$ cat config.mk
export PLATFORM = sky130hd
export DESIGN_NAME = wb16_initiator
export DESIGN_NICKNAME = d
export VERILOG_FILES = /design/src/rtl/wb16_initiator.sv
export SDC_FILE = /design/constraint.sdc
export NUM_CORES = 1
export LEC_CHECK = 0
export ABC_AREA = 1
export CAP_MARGIN = 10
export CORE_MARGIN = 10
export CORE_UTILIZATION = 38
export DETAILED_ROUTE_END_ITERATION = 8
export PLACE_DENSITY = 0.85
export SLEW_MARGIN = 20
export SYNTH_ARGS = -nofsm -noshare
export SYNTH_HDL_FRONTEND = slang
export SYNTH_SLANG_ARGS = --single-unit
export TNS_END_PERCENT = 50
$ cat constraint.sdc
create_clock -name wb_clk -period 1.2 [get_ports wb_clk]
set_input_delay 0.18 -clock wb_clk [delete_from_list [all_inputs] [get_ports wb_clk]]
set_output_delay 0.18 -clock wb_clk [all_outputs]
set_load 0.05 [all_outputs]
$ cat src/rtl/wb16_initiator.sv
// wb16_initiator
// Turns a single-word command handshake into one Wishbone classic read or
// write cycle on the 16-bit channel register bus. A cycle that receives no ack
// within TMO clocks is aborted and reported as an error. A one-clock GAP after
// every cycle absorbs the responders' registered ack, which is still high then.
//
// Ports:
//   wb_clk, wb_rst          clock, synchronous active-high reset
//   cmd_req/we/adr/dat      command in, accepted when cmd_req & cmd_rdy
//   cmd_rdy                 ready for a command (IDLE and not in reset)
//   rsp_valid/dat/err       one-clock response pulse, data, timeout flag
//   wb_cyc/stb/we/adr/dat_o Wishbone initiator outputs
//   wb_dat_i, wb_ack        Wishbone responder inputs
module wb16_initiator #(
  parameter int unsigned ADRBITS = 4,
  parameter int unsigned TMOBITS = 4
) (
  input  logic               wb_clk,
  input  logic               wb_rst,
  input  logic               cmd_req,
  input  logic               cmd_we,
  input  logic [ADRBITS-1:0] cmd_adr,
  input  logic [15:0]        cmd_dat,
  output logic               cmd_rdy,
  output logic               rsp_valid,
  output logic [15:0]        rsp_dat,
  output logic               rsp_err,
  output logic               wb_cyc,
  output logic               wb_stb,
  output logic               wb_we,
  output logic [ADRBITS-1:0] wb_adr,
  output logic [15:0]        wb_dat_o,
  input  logic [15:0]        wb_dat_i,
  input  logic               wb_ack
);

  localparam logic [1:0] S_IDLE = 2'd0;
  localparam logic [1:0] S_BUS  = 2'd1;
  localparam logic [1:0] S_GAP  = 2'd2;

  localparam logic [TMOBITS-1:0] TMO = '1;

  logic [1:0]         r_state;
  logic [TMOBITS-1:0] r_tmo;
  logic               w_accept;
  logic               w_timeout;

  assign cmd_rdy   = (r_state == S_IDLE) & ~wb_rst;
  assign w_accept  = cmd_req & cmd_rdy;
  // Ack takes priority over an expiring counter in the same clock.
  assign w_timeout = (r_tmo == TMO) & ~wb_ack;

  assign wb_cyc    = (r_state == S_BUS);
  assign wb_stb    = (r_state == S_BUS);
  assign rsp_valid = (r_state == S_GAP);

  always_ff @(posedge wb_clk) begin
    if (wb_rst) begin
      r_state  <= S_IDLE;
      r_tmo    <= '0;
      rsp_dat  <= '0;
      rsp_err  <= 1'b0;
      wb_we    <= 1'b0;
      wb_adr   <= '0;
      wb_dat_o <= '0;
    end else begin
      case (r_state)
        S_IDLE: begin
          if (w_accept) begin
            wb_we    <= cmd_we;
            wb_adr   <= cmd_adr;
            wb_dat_o <= cmd_dat;
            r_tmo    <= '0;
            r_state  <= S_BUS;
          end
        end
        S_BUS: begin
          if (wb_ack) begin
            rsp_dat <= wb_we ? wb_dat_o : wb_dat_i;
            rsp_err <= 1'b0;
            r_state <= S_GAP;
          end else if (w_timeout) begin
            rsp_dat <= '1;
            rsp_err <= 1'b1;
            r_state <= S_GAP;
          end else if (r_tmo != TMO) begin
            r_tmo <= r_tmo + 1'b1;
          end
        end
        S_GAP: begin
          // Any ack seen here is the stale registered ack of the last cycle.
          r_state <= S_IDLE;
        end
        default: begin
          r_state <= S_IDLE;
        end
      endcase
    end
  end

endmodule

==> out/metrics.cfg <==
[power]
pwr-share-clk_pct = 24.9
peakVddDrop_mv = 0.5968
p_per_area_nw_per_um2 = 972.1
p_leak_nw = 1.453
combPwrFrac_pct = 30.3
internal-power_mw = 2.445
sequentialPowerShare_pct = 44.8
p_switching_mw = 1.148
total_power_mw = 3.593
switching_share_pct = 31.96

[clocking]
cts_sinks = 44
insertion_delay_ns = 0.31
cts.reportedPaths.clkPinSlew_ns = 0.08
clock_path_buffers = 2
hold_buffers = 0
cts_made_buffers = 5
clockRootBuffer = clkbuf_8
htree_levels = 2
cts_tree = yes

[worst_setup_path]
worstPathCellList = nor3_4 -> buf_6 -> buf_12
critPathTopFamily = flip-flops
cp_slowest_cell = dfxtp_4
cp_max_fo = 4
worst-setup-path-type = flop to output port
max_stage_delay_ns = 0.37
cp_num_buf_inv = 2
startpoint_type = flop
cp-end-kind = output port
cp.required_ns = 1.02
cp.arrival_ns = 1.16

[sta]
finalMaxSlewViolations = 0
fin_ws_ns = -0.1406
rsz0062_at_grt = true
worst_pin_slew_ns = 0.2297
fin_worst_skew_ns = 0.01271
fmax_ghz = 0.7459
finalHoldViolCount = 0
setup_tns_ns = -0.5939
final-setup-viol-count = 12
timing.final.crit_period_ns = 1.341
min_period_over_period_pct = 111.7
slew_headroom_pct = 84.67

[floorplan]
dieWidth_um = 91.21
die_h_um = 91.21
die_area_um2 = 8319
boundaryPins = 83
core_um2 = 4817
start_util_pct = 40.00
core.rowCount = 25

[logic_synthesis]
synth.top_cell.area_share_pct = 45.71
synth_warnings = 0
synth_ff_type = dfxtp_1
synth_edf_count = 0
ys_types = 20
ys_seq_area_share_pct = 45.71
synthTopCellsByArea = dfxtp_1, nand2_1, a21oi_1
netlist_top_cells_count = nand2_1, dfxtp_1, nor2_1, a21oi_1, nand3_1
synth_seq_cells = 44
syn_area_per_cell_um2 = 7.163
syn-num-nets = 311
syn_inst = 269
synth_top_area_cell = dfxtp_1
synth_most_common_cell = nand2_1
synth.cell_area_um2 = 1927
async_reset_ff_share_pct = 0

[place]
place.gp.congestion = 0.8102
place_ws_ns = -0.1996
placed_area_um2 = 3291
placedCellCount = 416
io_buffers = 82
dp_hpwl_um = 5344

[flow_run]
drv.max_cap_violation_count = 0

[finish]
final_nets = 406
antenna_cells = 0
stdcell_area_um2 = 3696
syn_to_final_growth_pct = 91.82
stdcell_count = 431
drive_above_1_share_pct = 34.34

[drt]
routed_wl_um = 7920
drcViolationCount = 0
vias = 2257
ant_nets = 0
drt_iter0_markers = 184
viasPerCell = 5.237
wl_per_cell_um = 18.38
firstDrtPassIters = 4

[global_route]
gr-usage-met1_pct = 16.66
grt_max_degree = 21
antenna_found_initial = 0
use_met2_pct = 29.77
busiest_layer = met2
grt_pass1_vias = 2253
track_usage_pct = 16.35
grt_use_met3_pct = 4.609
grt_pass1_wl_um = 11140
grt_overflow_total = 0

[status]
violations = setup timing
status = complete, but fails checks

[worst_hold_path]
hold_class = input pin to flop

-- metrics by stage --
| step | hold WS (ns) | utilization (%) |
|---|---|---|
| after CTS | 0.4488 | 71.74 |
| after global routing | 0.4656 | 76.73 |
| after detailed placement | 0.4758 | 68.31 |
| after global placement | 0.4537 | 68.31 |
| final | 0.4484 | 76.73 |
| after floorplan | 0.3400 | - |
-- worst reg2reg max path, delay by kind of cell, from the launching register on --
family	cells	cell delay, ns
AO/OA/AOI/OAI	1	0.16
adder cells (fa/ha/maj)	1	0.18
buffers and inverters	1	0.17
flip-flops	1	0.37
AND/OR/NAND/NOR	3	0.28
-- final timing paths --
check | depth (start not counted) | endpoint | start | slack, ns
setup / recovery | 3 | cmd_rdy | r_state[0]$_SDFFE_PP0P_ | -0.14
hold / removal | 3 | wb_dat_o[9]$_SDFFE_PP0P_ | cmd_dat[9] | 0.45
setup reg to reg | 6 | rsp_dat[6]$_SDFFE_PP0P_ | r_tmo[1]$_SDFFE_PP0P_ | -0.07
hold reg to reg | 2 | r_tmo[1]$_SDFFE_PP0P_ | r_tmo[1]$_SDFFE_PP0P_ | 0.51
-- metal layers --
layer	vias to the layer above	routed length [um]
met1	1069	2968
met3	29	527
met4	0	336
li1	1065	-
met5	-	0
met2	94	4087
-- sequential cells by signal (all words and copies together) (netlist names) --
register / flops
rsp_dat: 16
wb_dat_o: 16
r_tmo: 4
wb_adr: 4
r_state: 2
rsp_err: 1
wb_we: 1
-- cell families (layout without fill, tap and decap cells) --
family / Yosys count / in the layout / synth area share (%)
DFF: 44 / 44 / 45.71
and+or+nand+nor: 147 / 147 / 33.12
AOI/OAI and AO/OA: 51 / 51 / 13.25
buffers and inverters: 26 / 121 / 7.272
adders and majority gates: 1 / 1 / 0.6492
-- layout make-up --
type | count | area [um^2]
fill | 308 | 1121
timing repair buffer | 107 | 1498
clock buffer | 6 | 72.57
clock inverter | 1 | 5.005
sequential | 44 | 898.4
inverter | 7 | 31.28
tap | 67 | 83.83
multi-input combinational | 199 | 1107
-- what timing repair did --
item,in CTS,in global routing
endpoints found under the hold margin,0,0
buffers inserted,5,2
gates cloned,0,2
gates resized for setup,16,49
pin swaps,4,10
endpoints found under the setup margin,26,42
-- placed cells by master, fill, tap and decap left out, types with 2 or more instances in the layout --
cell / count
nand2_1: 58
buf_12: 44
nor2_1: 41
clkdlybuf4s50_1: 39
dfxtp_1: 38
nand3_1: 27
a21oi_1: 21
a21oi_2: 16
buf_4: 14
o21ai_1: 10
buf_6: 6
nand3_2: 5
clkbuf_8: 5
nand2_4: 4
dfxtp_4: 4
inv_2: 3
nor2_4: 3
a21oi_4: 3
inv_4: 2
nand3_4: 2
nand2_2: 2
nor2_2: 2
inv_1: 2
dfxtp_2: 2
-- power groups by stage --
| stage | Clock [mW] | Combinational, mW | Sequential [mW] |
|---|---|---|---|
| 2_1_floorplan | 0 | 0.288 | 1.80 |
| 4_1_cts | 0.887 | 1.00 | 1.60 |
| 5_1_grt | 0.938 | 1.14 | 1.62 |
| 3_3_place_gp | 0 | 0.946 | 1.64 |
| 6_report | 0.894 | 1.09 | 1.61 |
| 3_5_place_dp | 0 | 0.967 | 1.64 |
Note: power is estimated with default switching activity, not from simulation.
